<file path="config.mk">
export PLATFORM = sky130hd
export DESIGN_NAME = mc_ctrl
export DESIGN_NICKNAME = d
export VERILOG_FILES = /design/src/rtl/mips_defs.sv /design/src/rtl/ctrl_decode.sv /design/src/rtl/mc_ctrl.sv
export SDC_FILE = /design/constraint.sdc
export NUM_CORES = 1
export LEC_CHECK = 0
export BUFFER_PORTS_ARGS = -buffer_cell sky130_fd_sc_hd__buf_2
export CORE_MARGIN = 3
export CORE_UTILIZATION = 30
export DETAILED_ROUTE_END_ITERATION = 8
export PLACE_DENSITY = 0.65
export SLEW_MARGIN = 10
export SYNTH_ARGS = -nofsm -noshare
export SYNTH_HDL_FRONTEND = slang
export SYNTH_SLANG_ARGS = --single-unit
export TNS_END_PERCENT = 30
</file>
<file path="constraint.sdc">
create_clock -name clk -period 1.44 [get_ports clk]
set_input_delay 0.144 -clock clk [delete_from_list [all_inputs] [get_ports clk]]
set_output_delay 0.144 -clock clk [all_outputs]
set_load 0.03 [all_outputs]
</file>
<file path="src/rtl/mips_defs.sv">
// mips_defs: shared definitions for the multi-cycle MIPS control slice.
// Holds the opcode/funct constants, the datapath select encodings driven by
// mc_ctrl, the FSM state encoding, and the bit positions of the one-hot
// instruction-class vector produced by ctrl_decode.
package mips_defs;

  // Primary opcodes (IR[31:26])
  localparam logic [5:0] OP_RTYPE  = 6'b000000;
  localparam logic [5:0] OP_REGIMM = 6'b000001;
  localparam logic [5:0] OP_J      = 6'b000010;
  localparam logic [5:0] OP_JAL    = 6'b000011;
  localparam logic [5:0] OP_BEQ    = 6'b000100;
  localparam logic [5:0] OP_ORI    = 6'b001101;
  localparam logic [5:0] OP_LUI    = 6'b001111;
  localparam logic [5:0] OP_LW     = 6'b100011;
  localparam logic [5:0] OP_SW     = 6'b101011;

  // R-type function codes (IR[5:0])
  localparam logic [5:0] FN_ADDU = 6'b100001;
  localparam logic [5:0] FN_SUBU = 6'b100011;
  localparam logic [5:0] FN_SLT  = 6'b101010;
  localparam logic [5:0] FN_JR   = 6'b001000;

  // REGIMM rt field selecting bgez
  localparam logic [4:0] RT_BGEZ = 5'b00001;

  // ALU opcode
  localparam logic [1:0] ALUOP_ADD = 2'd0;
  localparam logic [1:0] ALUOP_SUB = 2'd1;
  localparam logic [1:0] ALUOP_OR  = 2'd2;
  localparam logic [1:0] ALUOP_SLT = 2'd3;

  // Next-PC source
  localparam logic [1:0] NPC_PC4    = 2'd0;
  localparam logic [1:0] NPC_BRANCH = 2'd1;
  localparam logic [1:0] NPC_JUMP   = 2'd2;
  localparam logic [1:0] NPC_JR     = 2'd3;

  // Immediate extender mode
  localparam logic [1:0] EXT_ZERO = 2'd0;
  localparam logic [1:0] EXT_SIGN = 2'd1;
  localparam logic [1:0] EXT_LUI  = 2'd2;

  // GRF write-address source
  localparam logic [1:0] REGDST_RT = 2'd0;
  localparam logic [1:0] REGDST_RD = 2'd1;
  localparam logic [1:0] REGDST_RA = 2'd2;

  // GRF write-data source
  localparam logic [1:0] M2R_ALU = 2'd0;
  localparam logic [1:0] M2R_MEM = 2'd1;
  localparam logic [1:0] M2R_PC4 = 2'd2;

  // FSM states; the encoding is visible on the debug state port
  typedef enum logic [2:0] {
    S_FETCH  = 3'd0,
    S_DECODE = 3'd1,
    S_EXE    = 3'd2,
    S_MEM    = 3'd3,
    S_WB     = 3'd4,
    S_BRANCH = 3'd5,
    S_JUMP   = 3'd6,
    S_HALT   = 3'd7
  } state_t;

  // Bit positions in the one-hot instruction-class vector
  localparam int CLS_ADDU = 0;
  localparam int CLS_SUBU = 1;
  localparam int CLS_SLT  = 2;
  localparam int CLS_JR   = 3;
  localparam int CLS_ORI  = 4;
  localparam int CLS_LUI  = 5;
  localparam int CLS_LW   = 6;
  localparam int CLS_SW   = 7;
  localparam int CLS_BEQ  = 8;
  localparam int CLS_BGEZ = 9;
  localparam int CLS_J    = 10;
  localparam int CLS_JAL  = 11;
  localparam int CLS_W    = 12;

endpackage

</file>
<file path="src/rtl/ctrl_decode.sv">
// ctrl_decode: combinational instruction-class decoder.
// Ports:
//   opcode  in  6   IR[31:26]
//   funct   in  6   IR[5:0]
//   rt      in  5   IR[20:16]
//   iclass  out 12  one-hot class vector (bit positions CLS_* in mips_defs);
//                   all zero for an unsupported instruction
module ctrl_decode
  import mips_defs::*;
(
  input  logic [5:0]       opcode,
  input  logic [5:0]       funct,
  input  logic [4:0]       rt,
  output logic [CLS_W-1:0] iclass
);

  // Exactly one bit is set for a supported instruction; an all-zero vector
  // is how the FSM recognises an illegal instruction.
  always_comb begin
    iclass = '0;
    case (opcode)
      OP_RTYPE: begin
        case (funct)
          FN_ADDU: iclass[CLS_ADDU] = 1'b1;
          FN_SUBU: iclass[CLS_SUBU] = 1'b1;
          FN_SLT:  iclass[CLS_SLT]  = 1'b1;
          FN_JR:   iclass[CLS_JR]   = 1'b1;
          default: ;
        endcase
      end
      OP_REGIMM: begin
        if (rt == RT_BGEZ) iclass[CLS_BGEZ] = 1'b1;
      end
      OP_J:    iclass[CLS_J]    = 1'b1;
      OP_JAL:  iclass[CLS_JAL]  = 1'b1;
      OP_BEQ:  iclass[CLS_BEQ]  = 1'b1;
      OP_ORI:  iclass[CLS_ORI]  = 1'b1;
      OP_LUI:  iclass[CLS_LUI]  = 1'b1;
      OP_LW:   iclass[CLS_LW]   = 1'b1;
      OP_SW:   iclass[CLS_SW]   = 1'b1;
      default: ;
    endcase
  end

endmodule

</file>
<file path="src/rtl/mc_ctrl.sv">
// mc_ctrl: multi-cycle MIPS control FSM.
// Sequences FETCH/DECODE/EXE/MEM/WB (plus BRANCH, JUMP, HALT) and drives the
// datapath strobes and selects. Outputs are combinational in state, IR fields
// and (in BRANCH only) the ALU flags; all are forced to 0 while reset is high.
// Parameter:
//   ILLEGAL_HALT  1: unknown instruction parks in HALT; 0: treated as a no-op
// Ports:
//   clk, reset                  clock, synchronous active-high reset
//   opcode, funct, rt           IR fields, stable between fetches
//   zero, bgez                  ALU flags
//   pc_wr, ir_wr, reg_wr, mem_wr  single-cycle write strobes
//   alu_op, alu_src_b, ext_op   ALU / extender control
//   reg_dst, mem_to_reg, npc_op GRF and next-PC selects
//   state                       current FSM state (debug)
//   illegal                     unknown instruction in DECODE, or HALT
module mc_ctrl
  import mips_defs::*;
#(
  parameter bit ILLEGAL_HALT = 1'b0
) (
  input  logic       clk,
  input  logic       reset,
  input  logic [5:0] opcode,
  input  logic [5:0] funct,
  input  logic [4:0] rt,
  input  logic       zero,
  input  logic       bgez,
  output logic       pc_wr,
  output logic       ir_wr,
  output logic       reg_wr,
  output logic       mem_wr,
  output logic [1:0] alu_op,
  output logic       alu_src_b,
  output logic [1:0] ext_op,
  output logic [1:0] reg_dst,
  output logic [1:0] mem_to_reg,
  output logic [1:0] npc_op,
  output logic [2:0] state,
  output logic       illegal
);

  state_t           state_q;
  logic [CLS_W-1:0] iclass;
  logic             is_rtype_alu;
  logic             is_exe;
  logic             is_branch;
  logic             is_jump;
  logic             is_mem;

  ctrl_decode u_decode (
    .opcode (opcode),
    .funct  (funct),
    .rt     (rt),
    .iclass (iclass)
  );

  // Instruction groups that share a path through the FSM.
  assign is_rtype_alu = iclass[CLS_ADDU] | iclass[CLS_SUBU] | iclass[CLS_SLT];
  assign is_mem       = iclass[CLS_LW] | iclass[CLS_SW];
  assign is_exe       = is_rtype_alu | iclass[CLS_ORI] | iclass[CLS_LUI] | is_mem;
  assign is_branch    = iclass[CLS_BEQ] | iclass[CLS_BGEZ];
  assign is_jump      = iclass[CLS_J] | iclass[CLS_JAL] | iclass[CLS_JR];

  // State register. Reset wins from every state, so an in-flight instruction
  // is simply abandoned and the next cycle starts a fresh fetch.
  always_ff @(posedge clk) begin
    if (reset) begin
      state_q <= S_FETCH;
    end else begin
      case (state_q)
        S_FETCH:  state_q <= S_DECODE;
        S_DECODE: begin
          if (is_exe)              state_q <= S_EXE;
          else if (is_branch)      state_q <= S_BRANCH;
          else if (is_jump)        state_q <= S_JUMP;
          else if (ILLEGAL_HALT)   state_q <= S_HALT;
          else                     state_q <= S_FETCH;
        end
        S_EXE:    state_q <= is_mem ? S_MEM : S_WB;
        S_MEM:    state_q <= iclass[CLS_LW] ? S_WB : S_FETCH;
        S_WB:     state_q <= S_FETCH;
        S_BRANCH: state_q <= S_FETCH;
        S_JUMP:   state_q <= S_FETCH;
        S_HALT:   state_q <= S_HALT;
        default:  state_q <= S_FETCH;
      endcase
    end
  end

  assign state = reset ? S_FETCH : state_q;

  // Output decode. Everything defaults to 0 and the reset gate keeps all
  // strobes low in the cycle a reset arrives, even mid-instruction.
  always_comb begin
    pc_wr      = 1'b0;
    ir_wr      = 1'b0;
    reg_wr     = 1'b0;
    mem_wr     = 1'b0;
    alu_op     = ALUOP_ADD;
    alu_src_b  = 1'b0;
    ext_op     = EXT_ZERO;
    reg_dst    = REGDST_RT;
    mem_to_reg = M2R_ALU;
    npc_op     = NPC_PC4;
    illegal    = 1'b0;
    if (!reset) begin
      case (state_q)
        S_FETCH: begin
          ir_wr = 1'b1;
          pc_wr = 1'b1;
        end
        S_DECODE: illegal = ~(|iclass);
        S_EXE: begin
          if (iclass[CLS_SUBU]) alu_op = ALUOP_SUB;
          if (iclass[CLS_SLT])  alu_op = ALUOP_SLT;
          if (iclass[CLS_ORI] | iclass[CLS_LUI]) begin
            alu_op    = ALUOP_OR;
            alu_src_b = 1'b1;
            ext_op    = iclass[CLS_LUI] ? EXT_LUI : EXT_ZERO;
          end
          if (is_mem) begin
            alu_src_b = 1'b1;
            ext_op    = EXT_SIGN;
          end
        end
        S_MEM: mem_wr = iclass[CLS_SW];
        S_WB: begin
          reg_wr     = 1'b1;
          reg_dst    = is_rtype_alu ? REGDST_RD : REGDST_RT;
          mem_to_reg = iclass[CLS_LW] ? M2R_MEM : M2R_ALU;
        end
        S_BRANCH: begin
          // The ALU subtracts rs-rt; the flags decide whether the target is taken.
          alu_op = ALUOP_SUB;
          ext_op = EXT_SIGN;
          npc_op = NPC_BRANCH;
          pc_wr  = (iclass[CLS_BEQ] & zero) | (iclass[CLS_BGEZ] & bgez);
        end
        S_JUMP: begin
          pc_wr = 1'b1;
          if (iclass[CLS_JR]) begin
            npc_op = NPC_JR;
          end else begin
            npc_op = NPC_JUMP;
          end
          // jal links PC+4 into $31 in the same cycle the PC is redirected;
          // the datapath's PC+4 still reflects the pre-update PC here.
          if (iclass[CLS_JAL]) begin
            reg_wr     = 1'b1;
            reg_dst    = REGDST_RA;
            mem_to_reg = M2R_PC4;
          end
        end
        S_HALT:  illegal = 1'b1;
        default: ;
      endcase
    end
  end

endmodule

</file>
==> PnR_summary.wiki <==
{| class="wikitable"
! Metric !! Value
|-
| Run status || finished with violations
|-
| Violations in the final reports || setup timing
|-
| Path category of the worst min-delay check || in2reg
|-
| Later-pin clock latency in the skew report || 0.24 ns
|-
| Antenna-violating nets left || 0
|-
| Reported leakage power || 0.5354 nW
|-
| Clock buffer depth || 2
|-
| Max Clk Rate || 555.1 MHz
|-
| Final Cycle Share || 125.1%
|-
| Vias after detailed routing || 965
|-
| Total Routing Usage GR || 20.85%
|-
| Max reg flops || 3
|-
| Mapped Nets || 112
|-
| Clk_skew || 0.0009461 ns
|-
| Standard cell core area || 1764 sq um
|-
| Distinct cell type count of the synthesized netlist || 33
|-
| Transition time of the tightest slew-check pin || 0.3493 ns
|-
| Data arrival time at the worst-slack endpoint || 1.66 ns
|-
| Max Slew Vio Count || 0
|-
| Pin count of the biggest net entering global routing || 15
|-
| Number of cell rows || 15
|-
| Longest individual stage delay on the worst path || 0.42 ns
|-
| Area enclosed by the die boundary || 2466 sq um
|-
| Number of placed cells counting well taps || 175
|-
| Worst endpoint required time || 1.30 ns
|-
| Root Buffer || clkbuf_4
|-
| List of cells traversed by the critical path || inv_1, nand2_2, nor4_4, or3b_4, a21oi_4, buf_6
|-
| Area added between synthesis and finish || 111.4%
|-
| Fill cell instance count of the final layout || 165
|-
| Final setup violation count || 15
|-
| Via count of the first global-routing pass || 943
|-
| Worst Path Class, Setup || reg2out
|-
| Antenna diodes || 0
|-
| Clock-pin slew reported for the worst setup and hold paths after clock tree synthesis || 0.04 ns
|-
| TritonCTS clock tree || done
|-
| Total CTS buffers || 3
|-
| Power density of the placed cells || 380.8 nW/um^2
|-
| Floorplan die height || 49.66 um
|-
| CP Max Fanout || 2
|-
| Crit end category || output port
|-
| FF-to-FF Start || state_q[0]
|-
| Critical R2R Capture || state_q[0]
|-
| Wirelength, routed || 2553 um
|-
| Clock H-tree levels || 1
|-
| Total Power Consumption || 0.0004603 W
|-
| Kind of start point of the critical path || flop
|-
| Worst max-slew margin expressed relative to the limit || 76.41%
|-
| Reg2reg path depth || 6
|-
| Count of mapped cells out of synthesis || 91
|-
| Via-to-Cell Ratio || 5.245
|-
| Hold_sp || reset
|-
| Top Registers || state_q (3)
|-
| Clock sink total || 3
|-
| Non-filler cells in the finished layout || 184
|-
| Horizontal die dimension || 49.66 um
|-
| Area of the mapped netlist || 571.8 sq um
|-
| Setup repair after global routing missed its margin || yes
|-
| Share of the yosys chip area belonging to registers || 10.50%
|-
| Yosys warning count || 0
|-
| Ratio of cells with drive above 1 in the final layout || 62.26%
|-
| Residual DRC count || 0
|-
| Number of hold-slack violations in the final timing report || 0
|-
| Net total in the final layout || 181
|-
| Final worst setup slack || -0.3615 ns
|-
| Number of violations of the max-capacitance limit || 0
|-
| Count of TritonRoute iterations in the first routing pass || 4
|-
| PortBufs || 39
|-
| Maximum resistive drop on vdd || 450.7 uV
|-
| Final critical path time including I/O delays and setup || 1.801 ns
|-
| I/O pin total || 40
|-
| Worst Hold End || state_q[2]
|-
| Count of routing violations after the opening detailed-route iteration || 12
|-
| Yosys reg bits || 3
|-
| Setup slack, reg-to-reg || 0 ns
|-
| Initial core utilization || 32.41%
|-
| Global placer's final weighted congestion || 0.8561
|-
| Avg WL per Cell || 13.88 um
|-
| Avg Cell Area, Syn || 6.283 sq um
|-
| First-pass GRT wire length || 4050 um
|-
| Remaining global-route overflow || 0
|-
| Slowest cell on the critical path || or3b_4
|-
| Worst hold path depth || 3
|-
| Initial antenna violation count || 0
|-
| DPL Wire Length || 1772 um
|-
| Top register by number of flip-flops || state_q
|}
## critical path, delay by kind of cell, from the launching register on
| family | cells | cell delay, ns |
|---|---|---|
| DFF | 1 | 0.31 |
| and+or+nand+nor | 3 | 0.78 |
| buffers and inverters | 2 | 0.21 |
| AOI/OAI and AO/OA | 1 | 0.13 |
## cells in the final DEF (no fill, tap or decap), types with 2 or more instances in the layout
| master | count |
|---|---|
| nor3b_1 | 3 |
| nor3_1 | 5 |
| a211oi_2 | 2 |
| buf_6 | 4 |
| nand3b_1 | 2 |
| buf_2 | 26 |
| nor3_2 | 4 |
| buf_4 | 40 |
| nor2_1 | 10 |
| nand3_1 | 4 |
| nor2b_1 | 2 |
| dfxtp_2 | 3 |
| nand2b_1 | 2 |
| o21ai_0 | 2 |
| nor4_2 | 2 |
| inv_1 | 4 |
| nor4_4 | 2 |
| a21oi_1 | 4 |
| nand2b_4 | 2 |
| and2_1 | 2 |
| nand2_1 | 5 |
| clkbuf_4 | 3 |
| nand4_1 | 2 |
## worst max path at each step
stage | start | to | slack, ns | cells past startpoint
final | state_q[1] | illegal | -0.36 | 6
after global routing | state_q[1] | illegal | -0.43 | 6
after CTS | state_q[1] | illegal | -0.36 | 6
after detailed placement | funct[3] | illegal | -0.33 | 7
after global placement | funct[3] | illegal | -0.31 | 7
after floorplan | opcode[3] | reg_wr | -0.21 | 3
## per-stage QoR
step	setup WS, ns	util (%)	hold WS (ns)	setup TNS, ns	instance area, sq um
after floorplan	-0.2069	-	0.3565	-0.9515	624.3
after global placement	-0.3075	58.01	0.5596	-2.002	1023
after detailed placement	-0.3322	58.01	0.5614	-1.956	1023
after CTS	-0.3593	66.95	0.3146	-2.258	1181
after global routing	-0.4305	68.51	0.3583	-3.628	1209
final	-0.3615	68.51	0.3462	-2.462	1209
## layout make-up
type / instances / area, sq um / share of cell area (%)
multi-input cells: 77 / 581.8 / 48.14
repair buffers: 71 / 490.5 / 40.58
flip-flops and latches: 3 / 63.81 / 5.279
well taps: 25 / 31.28 / 2.588
clock buffers: 4 / 26.28 / 2.174
inverters: 4 / 15.01 / 1.242
## timing repair
action | 4_1_cts | 5_1_grt
buffers inserted | 5 | 0
resized for setup | 28 | 6
pin swaps | 3 | 2
endpoints found under the setup margin | 17 | 19
hold buffers | 0 | 0
## cell usage after synthesis
master,count,share of area (%)
nor2_1,11,7.2
a222oi_1,1,1.8
nor4_1,3,3.3
and2_1,2,2.2
o2111a_2,1,2.2
or3b_1,1,1.5
o41ai_1,1,1.5
or2_1,1,1.1
inv_1,4,2.6
a21boi_1,1,1.3
o22ai_1,1,1.1
nand3b_1,2,2.6
nand2b_1,4,4.4
or2_2,1,1.1
buf_4,1,1.3
nand4_1,2,2.2
a211oi_1,3,3.9
dfxtp_1,3,11
nand2_1,6,3.9
nor3_1,9,7.9
nor4_4,1,3.7
and3b_1,1,1.5
o21ai_0,3,2.6
nand4b_1,1,1.5
nand3_1,5,4.4
nor4b_1,2,3.1
a21oi_1,5,4.4
o211ai_1,1,1.3
nor3b_1,3,3.9
nor2b_1,3,3.3
or3_1,1,1.1
clkbuf_1,6,3.9
a311oi_1,1,1.5
## per-layer routing
layer	global-route usage, %	wire length, um
met1	21.72	983
met4	2.304	17
met2	40.97	1334
met5	0	0
met3	6.647	218
## logic make-up after synthesis
group                  share of synthesized area, %
and+or+nand+nor                               59.96
DFF                                           10.50
buffers and inverters                         7.877
AOI/OAI and AO/OA                             21.66
## power by group
| part | internal, W | switching, W | total (W) |
|---|---|---|---|
| registers | 0.0000869 | 0.00000321 | 0.0000902 |
| clock network | 0.000104 | 0.0000518 | 0.000156 |
| logic | 0.000109 | 0.000105 | 0.000214 |
| total | 0.000301 | 0.000160 | 0.000460 |
Power figures use the tool's default switching activity.
